--- config.mk ---
export PLATFORM = sky130hd
export DESIGN_NAME = ring_buffer_ctrl
export DESIGN_NICKNAME = d
export VERILOG_FILES = /design/src/rtl/ring_buffer_ctrl_circular_adder.sv /design/src/rtl/ring_buffer_ctrl.sv
export SDC_FILE = /design/constraint.sdc
export NUM_CORES = 1
export LEC_CHECK = 0
export ABC_AREA = 1
export CORE_MARGIN = 2
export CORE_UTILIZATION = 60
export CTS_CLUSTER_SIZE = 28
export DETAILED_ROUTE_END_ITERATION = 10
export DONT_BUFFER_PORTS = 1
export HOLD_SLACK_MARGIN = 0.02
export PLACE_DENSITY = 0.76
export SYNTH_ARGS = -nofsm -noshare
export SYNTH_HDL_FRONTEND = slang
export SYNTH_SLANG_ARGS = --single-unit
--- constraint.sdc ---
create_clock -name clk -period 7.1 [get_ports clk]
set_clock_uncertainty 0.05 [all_clocks]
set_input_delay 1.42 -clock clk [delete_from_list [all_inputs] [get_ports clk]]
set_output_delay 1.42 -clock clk [all_outputs]
set_load 0.05 [all_outputs]
--- src/rtl/ring_buffer_ctrl_circular_adder.sv ---
// circular_adder: modular add that wraps to zero past max, evaluated one bit wider than the operands
module circular_adder #(
   parameter int WIDTH = 4
) (
   input  logic [WIDTH-1:0] a,
   input  logic [WIDTH-1:0] b,
   input  logic [WIDTH-1:0] max,
   output logic [WIDTH-1:0] sum
);
   logic [WIDTH:0] raw;
   // wide sum so a+b above 2^WIDTH-1 is still seen as exceeding max
   always_comb begin
      raw = {1'b0, a} + {1'b0, b};
      sum = (raw > {1'b0, max}) ? '0 : raw[WIDTH-1:0];
   end
endmodule

--- src/rtl/ring_buffer_ctrl.sv ---
// ring_buffer_ctrl: pointer/occupancy controller for a ring buffer of depth max+1; RING_BUFFER_CTRL_ERR_EN adds sticky overflow/underflow
module ring_buffer_ctrl #(
   parameter int WIDTH = 4
) (
   input  logic             clk,
   input  logic             rst,
   input  logic [WIDTH-1:0] max,
   input  logic             wr_en,
   input  logic             rd_en,
   output logic             wr_fire,
   output logic             rd_fire,
   output logic [WIDTH-1:0] wr_addr,
   output logic [WIDTH-1:0] rd_addr,
   output logic [WIDTH:0]   count,
   output logic             full,
   output logic             empty
`ifdef RING_BUFFER_CTRL_ERR_EN
   ,
   output logic             overflow,
   output logic             underflow
`endif
);
   localparam logic [WIDTH-1:0] inc = 1;
   localparam logic [WIDTH:0] one = 1;
   logic [WIDTH-1:0] max_q;
   logic [WIDTH-1:0] wr_next;
   logic [WIDTH-1:0] rd_next;
   circular_adder #(.WIDTH(WIDTH)) u_wr_inc (.a(wr_addr), .b(inc), .max(max_q), .sum(wr_next));
   circular_adder #(.WIDTH(WIDTH)) u_rd_inc (.a(rd_addr), .b(inc), .max(max_q), .sum(rd_next));
   // flags from registered state; a read on full frees the slot for a same-cycle write
   always_comb begin
      full    = count == ({1'b0, max_q} + one);
      empty   = count == '0;
      rd_fire = rd_en & ~empty;
      wr_fire = wr_en & (~full | rd_fire);
   end
   // depth is latched only in reset; pointers and occupancy follow the accepted transfers
   always_ff @(posedge clk) begin
      if (rst) begin
         max_q   <= max;
         wr_addr <= '0;
         rd_addr <= '0;
         count   <= '0;
      end else begin
         if (wr_fire) wr_addr <= wr_next;
         if (rd_fire) rd_addr <= rd_next;
         count <= (wr_fire & ~rd_fire) ? count + one :
                  (rd_fire & ~wr_fire) ? count - one : count;
      end
   end
`ifdef RING_BUFFER_CTRL_ERR_EN
   // sticky record of any rejected request
   always_ff @(posedge clk) begin
      if (rst) begin
         overflow  <= 1'b0;
         underflow <= 1'b0;
      end else begin
         if (wr_en & ~wr_fire) overflow <= 1'b1;
         if (rd_en & ~rd_fire) underflow <= 1'b1;
      end
   end
`endif
endmodule

==> impl_metrics.json <==
{
  "status": "finished clean",
  "hold_violations": 0,
  "ctsResizeCount": 0,
  "grt_antenna_before_repair": 0,
  "synthTopCellsByArea": "dfxtp_1 (21%), ha_1 (15%), edfxtp_1 (9.8%)",
  "cp_common_cell": "inv_1",
  "synth-seq-cells": 17,
  "syn_avg_cell_area_um2": 7.57,
  "ys_seq_area_share_pct": 31.0,
  "cp_data_arrival_time_ps": 2220,
  "diodes": 0,
  "fin_tns_setup_ps": 0,
  "wire_per_inst_um": 13.7,
  "clock-sinks": 17,
  "synth_commonest_cells": "nand2_1 (30), inv_1 (25), a21oi_1 (15), ha_1 (15), nand3_1 (14)",
  "busiest_layer": "met2",
  "die_area_um2": 2420,
  "die_h_um": 49.2,
  "met1_usage_pct": 25.4,
  "cts-htree-levels": 1,
  "async_flop_share_pct": 0,
  "tightest_slew_ps": 722,
  "fin_cells": 192,
  "required_ps": 5630,
  "yosysWarningCount": 0,
  "worstSetupEndpointType": "output port",
  "cts-root-buf": "clkbuf_4",
  "setup_viol": 0,
  "core_area_um2": 1940,
  "ys_types": 22,
  "ios": 25,
  "clk_pin_slew_worst_paths_ps": 120,
  "cp_slowest_stage_delay_ps": 740,
  "via_per_inst": 5.43,
  "hp-class": "reg2reg",
  "grt_pass1_vias": 1038,
  "die_w_um": 49.2,
  "path_cells": "inv_1 > nand4_1 > nand2_2 > nand3_4 > nand2_4 > inv_1",
  "p_leak_nw": 0.659,
  "syn_nets": 186,
  "drv_cap": 0,
  "syn_to_final_growth_pct": 5.61,
  "min_period_ps": 3690,
  "clock_power_share_pct": 10.6,
  "firstDrtPassIters": 4,
  "power-per-cell-area_nw_per_um2": 414,
  "peakVddDrop_mv": 0.322,
  "cts_tree": "built",
  "synth_ff_type": "dfxtp_1",
  "crit_path_start_kind": "register",
  "path_max_fanout": 7,
  "worstSetupPathType": "reg2out",
  "final_nets": 190,
  "num_vias": 1043,
  "syn_inst": 162,
  "pwr-share-seq_pct": 41.3,
  "route.detailed.drc": 0,
  "rsz0062_at_grt": "false",
  "grt_max_degree": 16,
  "synth_area_um2": 1230,
  "fmax_mhz": 271,
  "cts_hold_buf": 0,
  "cts_inserted_buffers": 3,
  "crit_slowest_cell": "dfxtp_1",
  "grt_first_pass_wirelength_um": 4370,
  "globalplace.congestion": 0.857,
  "met2_usage_pct": 41.7,
  "drtIter0Drc": 20,
  "start_util_pct": 63.1,
  "final_layout_size_suffix_gt1_share_pct": 10.9,
  "grt.overflow.total": 0,
  "synth_enable_flop_cells": 4,
  "fillers": 182,
  "track_usage_pct": 23.7,
  "drtAntennaViolNets": 0,
  "slew_headroom_pct": 51.8,
  "wirelength_um": 2630,
  "rows": 16,
  "io_buffers": 0,
  "post-cts-setup-buffer-count": 0,
  "met3_usage_pct": 8.28,
  "fin_crit_sh_pct": 51.9,
  "slew_viol_final": 0,
  "power_frac_comb_pct": 48.1,
  "p_int_w": 0.000235,
  "switchingPower_w": 0.000301,
  "insertion_delay_ps": 310,
  "dp.cells": 188,
  "yosysMostFrequentCell": "nand2_1",
  "cts_buffer_depth": 2,
  "hpwl_um": 2120,
  "swShare_pct": 56.1,
  "yosysTopAreaCellShare_pct": 21.2,
  "synth_area_leader_cell": "dfxtp_1"
}
==> placed cells by master, fill, tap and decap left out, types with 4 or more instances in the layout <==
master,n
nand2_1,30
inv_1,25
a21oi_1,15
ha_1,15
nand3_1,14
dfxtp_1,13
nor2_1,12
xor2_1,7
nand2_2,5
o21ai_0,5
edfxtp_1,4
==> cells by family (layout without fill, tap and decap cells) <==
kind of cell,after synthesis,in the layout,share of synthesized area [%]
xor+xnor,10,10,7.14
buf+inv,28,31,8.57
compound gates,20,20,8.16
flops,17,17,31.0
fa+ha+maj,16,16,16.9
mux,1,1,0.816
simple gates,70,70,27.3
==> sequential cells by signal, summed over array words and instances (netlist names) <==
signal / cells
count: 5
rd_addr: 4
wr_addr: 4
max_q: 4
==> power groups by stage <==
| stage | registers, W | logic (W) | clock network (W) |
|---|---|---|---|
| finish | 0.000221 | 0.000258 | 0.0000565 |
| global route | 0.000225 | 0.000293 | 0.0000621 |
| CTS | 0.000222 | 0.000259 | 0.0000576 |
| detailed placement | 0.000224 | 0.000258 | 0 |
| global placement | 0.000223 | 0.000243 | 0 |
| floorplan | 0.000214 | 0.000215 | 0 |
==> path summary, 6_finish.rpt <==
check / startpoint / end / slack [ps] / depth (start not counted)
worst max-delay path: count[2]$_SDFFE_PP0P_ / wr_fire / 3410 / 6
worst min-delay path: wr_addr[3]$_SDFFE_PP0P_ / wr_addr[3]$_SDFFE_PP0P_ / 690 / 2
worst max register to register: count[2]$_SDFFE_PP0P_ / count[4]$_SDFFE_PP0P_ / 3620 / 15
worst min register to register: wr_addr[3]$_SDFFE_PP0P_ / wr_addr[3]$_SDFFE_PP0P_ / 690 / 2
==> worst max-delay path: cells and delay by family (launching register included) <==
family        cells  cell delay (ps)
simple gates      4              570
buf+inv           2              590
flops             1              740
==> final cells by class <==
class	instances	area (µm²)	area share (%)
inverter	26	97.6	7.54
clock inverter	1	6.26	0.483
tap	27	33.8	2.61
sequential	17	380	29.4
multi-input combinational	117	747	57.7
clock buffer	3	22.5	1.74
timing repair buffer	1	7.51	0.580
==> per-stage QoR <==
step                      util, %  hold slack (ps)  worst slack (ps)  total power (W)  instance area (µm²)
after global placement       65.2              681              3500         0.000466                 1270
after CTS                    66.7              695              3420         0.000539                 1290
after global routing         66.7              729              3300         0.000580                 1290
final                        66.7              692              3410         0.000536                 1290
after floorplan                 -              655              3090         0.000428                 1230
after detailed placement     65.2              678              3380         0.000482                 1270
==> per-layer routing <==
layer	vias up	share of wire, %	wire length (µm)
li1	528	-	-
met1	476	42	1120
met2	33	50	1310
met3	6	5.6	148
met4	0	1.9	51
met5	-	0	0
Note: power is estimated with default switching activity, not from simulation.
